<file path="config.mk">
export PLATFORM = sky130hd
export DESIGN_NAME = rtype_issue_ctrl
export DESIGN_NICKNAME = d
export VERILOG_FILES = /design/src/rtl/rtype_issue_ctrl.sv
export SDC_FILE = /design/constraint.sdc
export NUM_CORES = 1
export LEC_CHECK = 0
export ABC_AREA = 1
export CELL_PAD_IN_SITES_DETAIL_PLACEMENT = 0
export CELL_PAD_IN_SITES_GLOBAL_PLACEMENT = 1
export CORE_UTILIZATION = 48
export DETAILED_ROUTE_END_ITERATION = 7
export DONT_BUFFER_PORTS = 1
export GPL_ROUTABILITY_DRIVEN = 0
export PLACE_DENSITY = 0.86
export SLEW_MARGIN = 20
export SYNTH_ARGS = -nofsm -noshare
export SYNTH_HDL_FRONTEND = slang
export SYNTH_SLANG_ARGS = --single-unit
export TNS_END_PERCENT = 5
</file>
<file path="constraint.sdc">
create_clock -name clk -period 4.05 [get_ports clk]
set_input_delay 0.6075 -clock clk [delete_from_list [all_inputs] [get_ports clk]]
set_output_delay 0.6075 -clock clk [all_outputs]
set_load 0.005 [all_outputs]
</file>
<file path="src/rtl/rtype_issue_ctrl.sv">
// Purpose: issue controller for MIPS R-type instructions; decodes, drives ALU control, writes back result.
// Latency: accept at N, DECODE N+1, EXEC N+2 (alu_src), WB N+3 (wb_en), ready again N+4; illegal pulse at N+2.
// Backpressure: instr_ready is high only in IDLE; instr/instr_valid are ignored while busy.
//
// Ports:
//   clk, rst_n                 clock, asynchronous active-low reset
//   instr, instr_valid/ready   instruction handshake (one word per accept)
//   rs_addr, rt_addr           register-file read addresses from the latched word
//   alu_func, alu_src          ALU function code and enable (enable high only in EXEC)
//   op_b_shamt, shamt          operand-B select (1 = shift amount) and shift amount
//   alu_out                    combinational ALU result, captured at the end of EXEC
//   wb_en, wb_addr, wb_data    one-cycle register-file write port
//   illegal                    one-cycle pulse for a rejected instruction
//   retired_cnt, illegal_cnt   saturating event counters
module rtype_issue_ctrl #(
    parameter int CNT_W = 16
) (
    input  logic             clk,
    input  logic             rst_n,
    input  logic [31:0]      instr,
    input  logic             instr_valid,
    output logic             instr_ready,
    output logic [4:0]       rs_addr,
    output logic [4:0]       rt_addr,
    output logic [5:0]       alu_func,
    output logic             alu_src,
    output logic             op_b_shamt,
    output logic [4:0]       shamt,
    input  logic [31:0]      alu_out,
    output logic             wb_en,
    output logic [4:0]       wb_addr,
    output logic [31:0]      wb_data,
    output logic             illegal,
    output logic [CNT_W-1:0] retired_cnt,
    output logic [CNT_W-1:0] illegal_cnt
);

    typedef enum logic [1:0] {
        IDLE   = 2'd0,
        DECODE = 2'd1,
        EXEC   = 2'd2,
        WB     = 2'd3
    } state_t;

    localparam logic [5:0] FN_ADD = 6'b100000;
    localparam logic [5:0] FN_SUB = 6'b100010;
    localparam logic [5:0] FN_AND = 6'b100100;
    localparam logic [5:0] FN_OR  = 6'b100101;
    localparam logic [5:0] FN_SLL = 6'b000000;
    localparam logic [5:0] FN_SRL = 6'b000010;

    state_t state;
    logic   legal_q;    // legality of the latched word, consumed in DECODE

    logic   in_legal;
    logic   in_shift;

    // Classification of the incoming word; only registered on the accept edge.
    always_comb begin
        in_shift = (instr[5:0] == FN_SLL) || (instr[5:0] == FN_SRL);
        in_legal = 1'b0;
        if (instr[31:26] == 6'b000000) begin
            case (instr[5:0])
                FN_ADD, FN_SUB, FN_AND, FN_OR, FN_SLL, FN_SRL: in_legal = 1'b1;
                default:                                       in_legal = 1'b0;
            endcase
        end
    end

    always_ff @(posedge clk or negedge rst_n) begin
        if (!rst_n) begin
            state       <= IDLE;
            legal_q     <= 1'b0;
            instr_ready <= 1'b1;
            rs_addr     <= '0;
            rt_addr     <= '0;
            alu_func    <= '0;
            alu_src     <= 1'b0;
            op_b_shamt  <= 1'b0;
            shamt       <= '0;
            wb_en       <= 1'b0;
            wb_addr     <= '0;
            wb_data     <= '0;
            illegal     <= 1'b0;
            retired_cnt <= '0;
            illegal_cnt <= '0;
        end else begin
            illegal <= 1'b0;
            case (state)
                IDLE: begin
                    if (instr_valid) begin
                        // Field registers double as the held outputs until the next accept.
                        rs_addr     <= instr[25:21];
                        rt_addr     <= instr[20:16];
                        wb_addr     <= instr[15:11];
                        shamt       <= instr[10:6];
                        alu_func    <= instr[5:0];
                        legal_q     <= in_legal;
                        op_b_shamt  <= in_legal && in_shift;
                        instr_ready <= 1'b0;
                        state       <= DECODE;
                    end
                end
                DECODE: begin
                    if (legal_q) begin
                        alu_src <= 1'b1;
                        state   <= EXEC;
                    end else begin
                        illegal     <= 1'b1;
                        instr_ready <= 1'b1;
                        if (illegal_cnt != '1)
                            illegal_cnt <= illegal_cnt + CNT_W'(1);
                        state       <= IDLE;
                    end
                end
                EXEC: begin
                    alu_src <= 1'b0;
                    wb_data <= alu_out;
                    // Writes to $0 are suppressed but the instruction still retires.
                    wb_en   <= (wb_addr != 5'd0);
                    state   <= WB;
                end
                WB: begin
                    wb_en       <= 1'b0;
                    instr_ready <= 1'b1;
                    if (retired_cnt != '1)
                        retired_cnt <= retired_cnt + CNT_W'(1);
                    state       <= IDLE;
                end
                default: state <= IDLE;
            endcase
        end
    end

endmodule

</file>
Yosys cells after proc, flatten, opt, wreduce, memory -nomap -nowiden
Cells that the tools add are included.
{ "totals": {"ff_bits": 98, "out_inout_bits": 95} }
{ "classes": {"addsub": 2, "eq_ne": 13, "muxes": 13, "bitwise": 1, "reduce_logical": 15} }
{ "ops": {"columns": ["operator", "count"], "rows": [
  ["$add 16x1->16 const B", 2],
  ["$ne 16x16->1 const B", 2],
  ["$eq 6x6->1 const B", 4],
  ["$logic_not 6->1", 2],
  ["$pmux 2 s4", 1],
  ["$mux 1", 7],
  ["$eq 6x2->1 const B", 1],
  ["$ne 2x2->1 const B", 3],
  ["$reduce_and 2->1", 3],
  ["$reduce_and 3->1", 2],
  ["$reduce_or 6->1", 1],
  ["$reduce_bool 5->1", 1],
  ["$eq 2x2->1 const B", 2],
  ["$mux 2", 2],
  ["$pmux 1 s2", 2],
  ["$reduce_bool 2->1", 2],
  ["$pmux 1 s3", 1],
  ["$reduce_bool 3->1", 1],
  ["$eq 2x1->1 const B", 1],
  ["$logic_not 2->1", 1],
  ["$logic_and 1x1->1", 1],
  ["$logic_or 1x1->1", 1],
  ["$not 1->1", 1]
]} }

Longest topological paths before layout
{ "logic_depth": {"depth_word": 5, "ltp_mapped": 10} }

Least setup slack after synthesis
No wires, ideal clock.
{ "synth_path": {"path_type": "register to register", "startpoint": "reg retired_cnt[0]", "endpoint": "reg retired_cnt[10]", "t_arrival_ps": 1323, "t_required_ps": 3934, "setup_slack_ps": 2611, "path_stages_with_launch": 11, "path_buffers": 1, "period_less_slack_ps": 1439, "cell_sequence": "dfrtp_1 ha_1 nand2_1 nor2_2 nand2_2 nor2_4 nor2_4 inv_2 buf_6 nand2_1 nand2_1"} }
{ "synth_via": {"elab_chain_cells": 2, "elab_cells_between_ends": 3, "cone_classes": "add/sub: 1; eq/ne: 1; reduce/logical: 1"} }
{ "synth_rtl": {"columns": ["element", "line_no", "source"], "rows": [
  ["start, declared", "34", "output logic [CNT_W-1:0] retired_cnt,"],
  ["start signal, assigned", "127", "retired_cnt <= retired_cnt + CNT_W'(1);"],
  ["branches (longest 2 deep; another with $add 16x1->16)", null, null]
]} }
Parallel ways; which one is timed is not known.
A chain may end at the register's enable or synchronous reset.

Worst setup path in the final report
Same ends and word-level chain as after synthesis.

==> impl_results.md <==
* Post-Route Skew at between 0.01 and 0.015 ns
* Number of flops mapped to enable cells by yosys at 0
* Worst path arrival time at just over 2 ns
* Post-synthesis sequential area ratio at 0.545
* Initial antenna violation count at 0
* Cell Int Power at between 1500 and 2000 uW
* CP startpoint: retired_cnt[0]$_DFFE_PN0P_
* DRT iter0 DRCs at 84
* Fin worst setup slack at approximately 2.3 ns
* Clock share of power at 0.297
* Worst-Margin Slew at roughly 0.7 ns
* Worst stage delay on the critical path at about 0.45 ns
* TritonCTS Buffers at 9
* Leak at around 0.0025 uW
* DRC Markers at 0
* TritonCTS clock tree: yes
* Part of the cycle the worst path needs at 0.439
* Comb pwr share at 0.126
* Min-Delay Path Class: input pin to async pin
* Number of synthesis warnings at 0
* Final Max Slew Viols at 0
* Crit-path most repeated cell: nand2_1
* Cells along the critical path: ha_1 -> nand2_1 -> nor2_2 -> nand2_2 -> nor2_4 -> nor2_4 -> inv_2 -> nand2_1 -> nand2_1
* Die height at around 100 um
* Drt via density at ~5.0
* Fraction of layout cells with a size suffix above 1 at 0.0677
* Slew Limit Headroom at 0.539
* Critical path type: register to register
* Htree depth at 3
* Layout Utilization at 0.542
* Outcome: finished, final reports clean
* # fillers at around 830
* Asr flop ratio synth at 1.00
* Max_cap viols at 0
* DIE AREA at slightly below 10,000 sq um
* Flop2flop setup slack at 2.27 ns
* Slowest CP cell: dfrtp_1
* Area Overhead vs Synth at 7.08%
* Cell variety after synth at 26
* Tot GR Track Use at 0.211
* Clk slew on worst S/H paths at about 0.1 ns
* Core area at 8890 sq um
* Initial core utilization at 0.507
* RSZ-0062 raised after global routing: false
* Routed wire length at just under 10,000 um
* Ys flop type: dfrtp_1
* CTS Buffer Depth at 2
* RR Startpoint: retired_cnt[0]$_DFFE_PN0P_
* Critical Path Sink Type: register
* Fmax at 0.562 GHz
* Ant diodes at 0
* Row count at 34
* Startpoint class of the critical path: register
* Max FO, Critical Path at 18
* Reg power frac at 0.577
* Post-Syn Area per Cell at just under 8 sq um
* Global route overflow at 0
* CP Data Required Time at approximately 4.3 ns
* Mapped cell area at 4500 sq um
* First-pass GRT wire length at around 16,000 um
* Nets at between 600 and 700
* Net Switching at 777 uW
* TritonRoute pass-1 iters at 4
* Sink Count at between 90 and 100
* DR WL/cell at ~14 um
* Pwr Density at around 530 nW/um^2
* Largest net degree at the start of global routing at slightly below 100
* Endpoints failing setup at 0
* Via count at 3,426
* Post-cts sizing count at 0
* Die X at roughly 99 um
* Vias in the first global route at 3,409
* Pre-CTS setup slack at roughly 2.3 ns
* Synthesized instance count at ~570
* Final ANT Viol Nets at 0
* Switching share of total power at 0.307
* IO Port Bufs at 0
* Fin crit period at between 1.5 and 2 ns
* Post-DP HPWL at between 6000 and 7000 um
* Worst skew pair latency at about 0.35 ns
* Syn Nets at 642
* RR Endpoint: retired_cnt[10]$_DFFE_PN0P_
* Setup_tns at 0 ns
* Boundary pin count at roughly 160
* Peak VDD IR at about 0.33 mV
* Final hold violations at 0
* Seq cells post-synth at a little under 100
* Reg2Reg Depth at 9
* Clk root buf: clkbuf_8
-- area by class of cell --
cell class / instances / area, sq um / area share
Sequential cell: 98 / 2450 / 0.509
Tap cell: 108 / 135 / 0.0280
Multi-Input combinational cell: 423 / 1820 / 0.377
Timing Repair Buffer: 3 / 42.5 / 0.00882
Clock inverter: 6 / 113 / 0.0233
Inverter: 37 / 139 / 0.0288
Clock buffer: 9 / 124 / 0.0257
-- worst max-delay path: cells and delay by family (launching register included) --
kind	cells	cell delay, ns
fa+ha+maj	1	0.26
buf+inv	1	0.19
flops	1	0.45
simple gates	7	0.76
-- logic make-up (layout without fill, tap and decap cells) --
group,after synthesis,count (layout),synth area share
adders and majority gates,2,2,0.00555
xor gates and xnor gates,15,15,0.0292
buffers and inverters,52,55,0.0519
AOI/OAI and AO/OA,21,21,0.0267
and+or+nand+nor,385,385,0.342
DFF,98,98,0.545
-- metal layers --
layer	vias up	global-route usage	part of all wire
met2	119	0.328	0.46
li1	1742	-	-
met4	0	0.0838	0.016
met5	-	0	0
met3	15	0.0688	0.071
met1	1550	0.275	0.45
-- sequential cells by signal, summed over array words and instances (netlist names), named ones only --
name and count:
alu_func 6, alu_src 1, illegal 1, illegal_cnt 16
instr_ready 1, legal_q 1, op_b_shamt 1, retired_cnt 16
rs_addr 5, rt_addr 5, shamt 5, state 1
wb_addr 5, wb_data 32, wb_en 1
-- worst max path at each step --
stage,slack [ns],to,cells past startpoint
6_report,2.27,retired_cnt[10]$_DFFE_PN0P_,9
5_1_grt,2.12,retired_cnt[7]$_DFFE_PN0P_,9
4_1_cts,2.24,retired_cnt[10]$_DFFE_PN0P_,9
3_5_place_dp,2.28,legal_q$_DFFE_PN0P_,4
3_3_place_gp,2.31,legal_q$_DFFE_PN0P_,4
2_1_floorplan,2.61,retired_cnt[10]$_DFFE_PN0P_,10
-- power groups by stage --
stage / Combinational [uW] / Sequential, uW / Clock [uW]
after floorplan: 265 / 1400 / 0
after global placement: 284 / 1480 / 0
after detailed placement: 307 / 1480 / 0
after CTS: 326 / 1470 / 772
after global routing: 387 / 1490 / 808
final: 320 / 1460 / 754
-- placed cells by master (no fill, tap or decap), drive strengths merged --
| cell type | instances |
|---|---|
| nand4 | 6 |
| bufinv | 3 |
| nor3 | 2 |
| xor2 | 11 |
| dfrtp | 97 |
| nand2 | 307 |
| xnor2 | 4 |
| o21ai | 20 |
| nor3b | 1 |
| buf | 3 |
| a21oi | 1 |
| ha | 2 |
| nand3 | 21 |
| dfstp | 1 |
| clkbuf | 9 |
| nor2 | 46 |
| inv | 39 |
| clkinv | 1 |
| nand3b | 2 |
-- cell usage after synthesis, drive strengths merged, types with 2 or more instances --
| library cell | n | area, sq um |
|---|---|---|
| buf | 14 | 91.3 |
| dfrtp | 97 | 2430 |
| ha | 2 | 25.0 |
| inv | 37 | 139 |
| nand2 | 307 | 1170 |
| nand3 | 21 | 105 |
| nand3b | 2 | 15.0 |
| nand4 | 6 | 37.5 |
| nor2 | 46 | 195 |
| nor3 | 2 | 10.0 |
| o21ai | 20 | 115 |
| xnor2 | 4 | 35.0 |
| xor2 | 11 | 96.3 |
-- repair_timing --
item	CTS	global route
setup buffers	0	0
hold buffers	1	0
hold endpoints to repair	97	0
-- stage by stage --
step / cell area (sq um) / cells / power [uW] / hold WS, ns
3_3_place_gp: 4560 / 668 / 1760 / 0.314
5_1_grt: 4820 / 684 / 2690 / 0.0639
4_1_cts: 4820 / 684 / 2560 / 0.0709
6_report: 4820 / 684 / 2540 / 0.0908
2_1_floorplan: 4500 / 573 / 1670 / 0.312
3_5_place_dp: 4560 / 668 / 1790 / 0.314
No activity file was read; power rests on OpenSTA's default activity.
